File: src/rtl/host_pkg.sv
// Shared types and default parameters for the CPU host sequencer.
package host_pkg;

    localparam int unsigned HOST_AW      = 8;
    localparam int unsigned HOST_DW      = 8;
    localparam int unsigned HOST_CW      = 16;
    localparam int unsigned HOST_RST_CYC = 2;
    localparam int unsigned HOST_TIMEOUT = 4096;

    typedef enum logic [3:0] {
        S_IDLE    = 4'd0,
        S_LOAD    = 4'd1,
        S_CRST    = 4'd2,
        S_RUN     = 4'd3,
        S_RD_ADDR = 4'd4,
        S_RD_WAIT = 4'd5,
        S_RD_HOLD = 4'd6,
        S_FIN     = 4'd7,
        S_ERR     = 4'd8
    } host_state_t;

endpackage

File: src/rtl/host_watchdog.sv
// Saturating RUN-cycle counter with timeout detect for the host sequencer.
module host_watchdog #(
    parameter int unsigned CW      = 16,
    parameter int unsigned TIMEOUT = 4096
) (
    input  logic          clk_i,
    input  logic          reset_i,
    input  logic          clr_i,
    input  logic          en_i,
    output logic [CW-1:0] count_o,
    output logic          timeout_o
);

    logic [CW-1:0] cnt_q;
    logic [CW-1:0] cnt_d;

    always_comb begin
        cnt_d = cnt_q;
        if (clr_i) begin
            cnt_d = '0;
        end else if (en_i && (cnt_q != '1)) begin
            cnt_d = cnt_q + CW'(1);
        end
    end

    always_ff @(posedge clk_i) begin
        if (reset_i) begin
            cnt_q <= '0;
        end else begin
            cnt_q <= cnt_d;
        end
    end

    // Fires in the cycle whose increment makes the count reach TIMEOUT-1.
    assign timeout_o = en_i && (cnt_q >= CW'(TIMEOUT - 2));
    assign count_o   = cnt_q;

endmodule

File: src/rtl/cpu_host_seq.sv
// Host sequencer: load data memory, reset and run the core, read results back.
// Optional checksum accumulator enabled by defining HOST_CHECKSUM_EN.
module cpu_host_seq
    import host_pkg::*;
#(
    parameter int unsigned AW      = HOST_AW,
    parameter int unsigned DW      = HOST_DW,
    parameter int unsigned CW      = HOST_CW,
    parameter int unsigned RST_CYC = HOST_RST_CYC,
    parameter int unsigned TIMEOUT = HOST_TIMEOUT
) (
    input  logic          clk,
    input  logic          reset,
    input  logic          start,
    input  logic [AW-1:0] rd_base,
    input  logic [AW-1:0] rd_len,
    input  logic          ld_valid,
    output logic          ld_ready,
    input  logic [AW-1:0] ld_addr,
    input  logic [DW-1:0] ld_data,
    input  logic          ld_last,
    output logic          core_reset,
    output logic          core_req,
    input  logic          core_done,
    output logic          mem_wr_en,
    output logic [AW-1:0] mem_addr,
    output logic [DW-1:0] mem_wr_data,
    input  logic [DW-1:0] mem_rd_data,
    output logic          res_valid,
    input  logic          res_ready,
    output logic [DW-1:0] res_data,
    output logic          busy,
    output logic          job_ok,
    output logic          job_err,
    output logic [CW-1:0] run_cycles,
    output logic [DW-1:0] res_sum,
    output logic [3:0]    state_dbg
);

    // Handshakes (ld_*, res_*): a word transfers on a rising clk edge where
    // valid and ready are both high; valid and payload hold until then.

    host_state_t   state_q, state_d;
    logic [AW-1:0] base_q, base_d;
    logic [AW-1:0] len_q, len_d;
    logic [AW-1:0] idx_q, idx_d;
    logic [DW-1:0] res_data_q, res_data_d;
    logic [7:0]    crst_cnt_q, crst_cnt_d;
    logic          first_q, first_d;
    logic          job_ok_q, job_ok_d;
    logic          job_err_q, job_err_d;
    logic          parked_q, parked_d;
    logic          start_acc;
    logic          wd_timeout;

    host_watchdog #(
        .CW      (CW),
        .TIMEOUT (TIMEOUT)
    ) u_watchdog (
        .clk_i     (clk),
        .reset_i   (reset),
        .clr_i     (start_acc),
        .en_i      (state_q == S_RUN),
        .count_o   (run_cycles),
        .timeout_o (wd_timeout)
    );

    always_comb begin
        state_d     = state_q;
        base_d      = base_q;
        len_d       = len_q;
        idx_d       = idx_q;
        res_data_d  = res_data_q;
        crst_cnt_d  = crst_cnt_q;
        first_d     = first_q;
        job_ok_d    = job_ok_q;
        job_err_d   = job_err_q;
        parked_d    = parked_q;
        start_acc   = 1'b0;
        ld_ready    = 1'b0;
        mem_wr_en   = 1'b0;
        mem_addr    = '0;
        mem_wr_data = '0;
        res_valid   = 1'b0;
        core_req    = 1'b0;

        case (state_q)
            S_IDLE: begin
                if (start) begin
                    start_acc = 1'b1;
                    base_d    = rd_base;
                    len_d     = rd_len;
                    job_ok_d  = 1'b0;
                    job_err_d = 1'b0;
                    state_d   = S_LOAD;
                end
            end
            S_LOAD: begin
                ld_ready    = 1'b1;
                mem_addr    = ld_addr;
                mem_wr_data = ld_data;
                if (ld_valid) begin
                    mem_wr_en = 1'b1;
                    if (ld_last) begin
                        crst_cnt_d = '0;
                        state_d    = S_CRST;
                    end
                end
            end
            S_CRST: begin
                if (crst_cnt_q == 8'(RST_CYC - 1)) begin
                    first_d  = 1'b1;
                    parked_d = 1'b0;
                    state_d  = S_RUN;
                end else begin
                    crst_cnt_d = crst_cnt_q + 8'd1;
                end
            end
            S_RUN: begin
                core_req = first_q;
                first_d  = 1'b0;
                // The core may still show done from a previous job in its first cycle.
                if (!first_q && core_done) begin
                    idx_d = '0;
                    if (len_q == '0) begin
                        job_ok_d = 1'b1;
                        state_d  = S_FIN;
                    end else begin
                        state_d = S_RD_ADDR;
                    end
                end else if (wd_timeout) begin
                    job_err_d = 1'b1;
                    parked_d  = 1'b1;
                    state_d   = S_ERR;
                end
            end
            S_RD_ADDR: begin
                mem_addr = base_q + idx_q;
                state_d  = S_RD_WAIT;
            end
            S_RD_WAIT: begin
                mem_addr   = base_q + idx_q;
                res_data_d = mem_rd_data;
                state_d    = S_RD_HOLD;
            end
            S_RD_HOLD: begin
                res_valid = 1'b1;
                if (res_ready) begin
                    idx_d = idx_q + AW'(1);
                    if ((idx_q + AW'(1)) == len_q) begin
                        job_ok_d = 1'b1;
                        state_d  = S_FIN;
                    end else begin
                        state_d = S_RD_ADDR;
                    end
                end
            end
            S_FIN:   state_d = S_IDLE;
            S_ERR:   state_d = S_IDLE;
            default: state_d = S_IDLE;
        endcase
    end

    always_ff @(posedge clk) begin
        if (reset) begin
            state_q    <= S_IDLE;
            base_q     <= '0;
            len_q      <= '0;
            idx_q      <= '0;
            res_data_q <= '0;
            crst_cnt_q <= '0;
            first_q    <= 1'b0;
            job_ok_q   <= 1'b0;
            job_err_q  <= 1'b0;
            parked_q   <= 1'b0;
        end else begin
            state_q    <= state_d;
            base_q     <= base_d;
            len_q      <= len_d;
            idx_q      <= idx_d;
            res_data_q <= res_data_d;
            crst_cnt_q <= crst_cnt_d;
            first_q    <= first_d;
            job_ok_q   <= job_ok_d;
            job_err_q  <= job_err_d;
            parked_q   <= parked_d;
        end
    end

    // After a timeout the core stays parked in reset until the next job runs it.
    assign core_reset = reset || (state_q == S_CRST) || (state_q == S_ERR) || parked_q;
    assign busy       = (state_q != S_IDLE);
    assign res_data   = res_data_q;
    assign job_ok     = job_ok_q;
    assign job_err    = job_err_q;
    assign state_dbg  = state_q;

`ifdef HOST_CHECKSUM_EN
    logic [DW-1:0] sum_q;
    logic          res_hs;

    assign res_hs = (state_q == S_RD_HOLD) && res_ready;

    always_ff @(posedge clk) begin
        if (reset || start_acc) begin
            sum_q <= '0;
        end else if (res_hs) begin
            sum_q <= sum_q + res_data_q;
        end
    end

    assign res_sum = sum_q;
`else
    assign res_sum = '0;
`endif

endmodule
File: config.mk
export PLATFORM = sky130hd
export DESIGN_NAME = cpu_host_seq
export DESIGN_NICKNAME = d
export VERILOG_FILES = /design/src/rtl/host_pkg.sv /design/src/rtl/host_watchdog.sv /design/src/rtl/cpu_host_seq.sv
export SDC_FILE = /design/constraint.sdc
export NUM_CORES = 1
export LEC_CHECK = 0
export ABC_AREA = 1
export BUFFER_PORTS_ARGS = -buffer_cell sky130_fd_sc_hd__buf_2
export CAP_MARGIN = 20
export CORE_ASPECT_RATIO = 1.75
export CORE_MARGIN = 4
export CORE_UTILIZATION = 52
export DETAILED_ROUTE_END_ITERATION = 12
export GPL_ROUTABILITY_DRIVEN = 0
export PLACE_DENSITY = 0.8
export SLEW_MARGIN = 20
export SYNTH_ARGS = -nofsm -noshare
export SYNTH_HDL_FRONTEND = slang
export SYNTH_SLANG_ARGS = --single-unit
File: constraint.sdc
create_clock -name clk -period 2.24 [get_ports clk]
set_input_delay 0.224 -clock clk [delete_from_list [all_inputs] [get_ports clk]]
set_output_delay 0.224 -clock clk [all_outputs]
set_load 0.01 [all_outputs]
# Yosys cells after proc, flatten, opt, wreduce, memory -nomap -nowiden
# Cells that the tools add are included.
# classes
n_addsub	4
multipliers	0
div_mod_pow	0
magnitude_cmp	1
eq_ne	22
shifts	0
mux	39
n_bitwise	0
n_reduce_logical	25
# op_table
operator	n
$mux W8	6
$pmux W8 S2	3
$mux W4	7
$pmux W4 S7	1
$ne A2 B2 Y1 const B	11
$add A16 B1 Y16 const B	1
$add A8 B1 Y8 const B	2
$ge A16 B12 Y1 const B	1
$mux W1	16
$ne A16 B16 Y1 const B	1
$eq A4 B3 Y1 const B	3
$reduce_and A4 Y1	3
$reduce_and A6 Y1	2
$add A8 B8 Y8	1
$eq A4 B2 Y1 const B	2
$eq A8 B1 Y1 const B	1
$eq A8 B8 Y1	1
$logic_not A8 Y1	1
$reduce_bool A2 Y1	4
$pmux W1 S2	3
$eq A4 B1 Y1 const B	1
$eq A4 B4 Y1 const B	1
$logic_not A4 Y1	1
$mux W2	2
10 further kinds	16
# word_totals
regBits	64
latch_bits	0
mem_bits_rw	0
rom_bits	0
out_inout_bits	60
mem_count	0

# Longest topological paths before layout
# logic_depth
depth_word	5
depth_mapped	13
mapped_depth_nobuf	13

# By module
# From an unflattened synthesis, not the netlist that was laid out.
# hier_totals
hier_cells	597
hier_area_um2	3910.0
# modules_own_cells
module	n_inst	cells_each	area_per_inst_um2	seq_area_each_um2
cpu_host_seq	1	437	2895.3	960.9
host_watchdog	1	160	1014.7	320.3

# Worst setup path before layout
# Ideal clock, no wire load.
# synth_timing
path_type	register to output
startpoint	reg idx_q[0]
endpoint	out mem_addr[6]
arrival_ns	1.815
slack_ns	0.201
path_stages_with_launch	10
path_buffers	0
cell_sequence	dfxtp_1 > ha_1 > inv_1 > fa_1 > o211ai_1 > nand2_1 > nand2_1 > a21oi_1 > xor2_1 > o21ai_0
# synth_via
elab_chain_len	2
# synth_rtl
element	line	text
from (decl)	cpu_host_seq.sv:46	logic [AW-1:0] idx_q, idx_d;
from (signal assigned)	cpu_host_seq.sv:180	idx_q <= idx_d;
$add A8 B8 Y8	cpu_host_seq.sv:138, cpu_host_seq.sv:142	
$pmux W8 S2	cpu_host_seq.sv:87	case (state_q)
to (decl)	cpu_host_seq.sv:26	output logic [AW-1:0] mem_addr,
# Every way passes these cells.

# Worst setup path after layout
# layout_timing
startpoint	reg base_q[0]
endpoint	out mem_addr[4]
# layout_via
elab_chain_len	2
# layout_rtl
element	line	text
from (decl)	cpu_host_seq.sv:44	logic [AW-1:0] base_q, base_d;
from (signal assigned)	cpu_host_seq.sv:178	base_q <= base_d;
$add A8 B8 Y8	cpu_host_seq.sv:138, cpu_host_seq.sv:142	
$pmux W8 S2	cpu_host_seq.sv:87	
# Every way passes these cells.

==> flow_summary.ini <==
[cts]
cts_buffers = 9
clock_latency_ns = 0.33
cts_tree = done
h-tree-depth = 3
clock-root-buffer = clkbuf_16
clkTransAtPathRegs_ns = 0.05
clk_path_buf_depth = 2
numClockSinks = 64

[critical_path]
critPathKind = reg2out
end_kind = output port
path_max_fanout = 2
r2r_slack_ns = 0.24
required_ns = 2.02
r2r-end = crst_cnt_q[4]
cp-start-kind = register
regToRegStartpoint = state_dbg[3]
worst_ep_arrival_time_ns = 2.09
r2r_cells = 10

[final_layout]
n_antenna_cell = 0
fillCellCount = 616
multiInputGateArea_sq_um = 2110
regArea_sq_um = 1290
layout.nets = 734
mostFrequentLayoutCells = nand2_1, buf_2, nor2_1
drive_gt1_frac = 0.235
final_common_cell = nand2_1
syn_to_final_growth_pct = 26.3

[die]
num_rows = 40
design.portCount = 107
dieHeight_um = 120
die_x_um = 71.9
core_sq_um = 6910
initial_core_util = 0.537
die_area_sq_um = 8600

[place]
io_buffers = 98
hpwl_mm = 8.05
preCtsSetupSlack_ns = 0.185

[sta]
drv_slew = 0
setup_viol = 2
min_period_ns = 2.31
final_hold_viol_count = 0
whs_ns = 0.118
fin_tns_setup_ns = -0.144
fin_ws_ns = -0.0740
rsz0062_at_grt = true
max_freq_mhz = 432
tightestPinTransition_ns = 0.515
finClkSkew_ns = 0.00438
max_slew_margin = 0.655
finalCritPeriodShare = 1.03

[grt]
antenna_found_initial = 0
first_global_vias = 3920
grt_pass1_wl_mm = 16.8
grt_max_degree = 25
track_usage = 0.243
grt.overflow.total = 0

[min_path]
min_path_type = in2reg
hold_end = base_q[6]
hp-start = rd_base[6]
hold_path_depth = 3

[yosys]
yosysTopAreaCell = dfxtp_1
syn_inst = 563
synth-seq-cells = 64
synth_top_cell_area_share = 0.345
syn-cell-area_sq_um = 3710
synth_seq_area_share = 0.345
yosysUniqueCellTypes = 38
postSynthAreaPerCell_sq_um = 6.59
ys_warn_count = 0
synth_area_leaders = dfxtp_1, nand2_1, nor2_1

[flow_run]
drv_cap = 0

[detailed_routing]
vias = 3992
routed_wirelength_mm = 10.4
drtAntennaViolNets = 0
wl_per_cell_um = 13.7
vias_per_cell = 5.24
drtPass1Iterations = 5
drt_iter0_drc = 262
drcViolationCount = 0

[run_status]
violations = setup timing
status = finished with violations

[power]
p_int_uw = 2520
pwr-share-seq = 0.355
cellPowerDensity_nw_per_um2 = 831
clkPwrFrac = 0.345
leakage_uw = 0.00226
power_uw = 3890
p_comb_frac = 0.299
netSwitchingFraction = 0.353
switchingPower_uw = 1370
peakVddDrop_mv = 0.606
## synth_stat cells, drive strengths merged
cell       n
o211ai     2
nand3     32
nor4       5
inv       84
fa         1
nand3b     2
o21a       1
buf       11
xor2      12
o2111ai    1
ha        12
nor3       9
conb       1
o21ai     50
nand4      4
o311ai     2
a21oi     46
nor2      84
clkbuf     5
nor3b      1
nand2    125
a31oi      1
xnor2      1
o21bai     1
dfxtp     64
or2        4
a22o       1
and2       1
## logic make-up after synthesis
family	count (synthesis)	share of synthesized area
simple gates	267	0.316
other cells	1	0.00101
xor+xnor	13	0.0307
fa+ha+maj	13	0.0459
buf+inv	100	0.111
compound gates	105	0.150
flops	64	0.345
## flip-flops by register name, summed over array words and instances, names as in the netlist
register,count
base_q,8
crst_cnt_q,8
first_q,1
idx_q,8
job_err,1
job_ok,1
len_q,8
parked_q,1
res_data,8
state_dbg,4
u_watchdog.count_o,16
## final cells by class
class,instances,share of cell area
Inverter,84,0.0678
Tap cell,84,0.0224
Clock inverter,6,0.0131
Multi-Input combinational cell,406,0.451
Timing Repair Buffer,109,0.122
Clock buffer,9,0.0481
Sequential cell,64,0.275
## stage by stage
step	cell area, sq um	std cells	utilization
after floorplan	3740	570	-
after global placement	4280	742	0.620
after detailed placement	4280	742	0.620
after CTS	4610	760	0.668
after global routing	4680	762	0.678
final	4680	762	0.678
## power groups by stage
| stage | logic [uW] | registers, uW | clock network [uW] |
|---|---|---|---|
| final | 1170 | 1380 | 1340 |
| after global routing | 1310 | 1400 | 1410 |
| after CTS | 1140 | 1370 | 1360 |
| after detailed placement | 1130 | 1390 | 0 |
| after global placement | 1100 | 1380 | 0 |
| after floorplan | 761 | 1380 | 0 |
## repair_timing
| item | in CTS | in global routing |
|---|---|---|
| setup buffers | 3 | 2 |
| resized for setup | 11 | 12 |
| setup endpoints to repair | 3 | 6 |
| hold buffers | 0 | 0 |
| cloned | 0 | 0 |
| pin swaps | 6 | 8 |
## how the worst max path moves through the flow
stage / startpoint / end / slack, ns / depth (start not counted)
after floorplan: idx_q[0] / mem_addr[6] / 0.20 / 9
after global placement: idx_q[0] / mem_addr[6] / 0.22 / 10
after detailed placement: base_q[0] / mem_addr[6] / 0.19 / 10
after CTS: idx_q[0] / mem_addr[6] / -0.05 / 10
after global routing: idx_q[0] / mem_addr[6] / -0.17 / 10
final: base_q[0] / mem_addr[4] / -0.07 / 10
## per-layer routing
| metal | part of all wire | vias to the layer above | global-route usage |
|---|---|---|---|
| met3 | 0.058 | 40 | 0.0536 |
| met5 | 0 | - | 0 |
| met4 | 0.043 | 0 | 0.135 |
| met2 | 0.55 | 132 | 0.455 |
| li1 | - | 2012 | - |
| met1 | 0.35 | 1808 | 0.237 |
## worst max-delay path: stages (launching register included)
cell and delay [ns]:
dfxtp_2 0.35, ha_4 0.14, inv_2 0.03, fa_2 0.35, o211ai_1 0.24, nand2_1 0.13
buf_4 0.15, buf_4 0.12, nand2_1 0.06, o21ai_1 0.06, buf_2 0.14
Note: power is estimated with default switching activity, not from simulation.
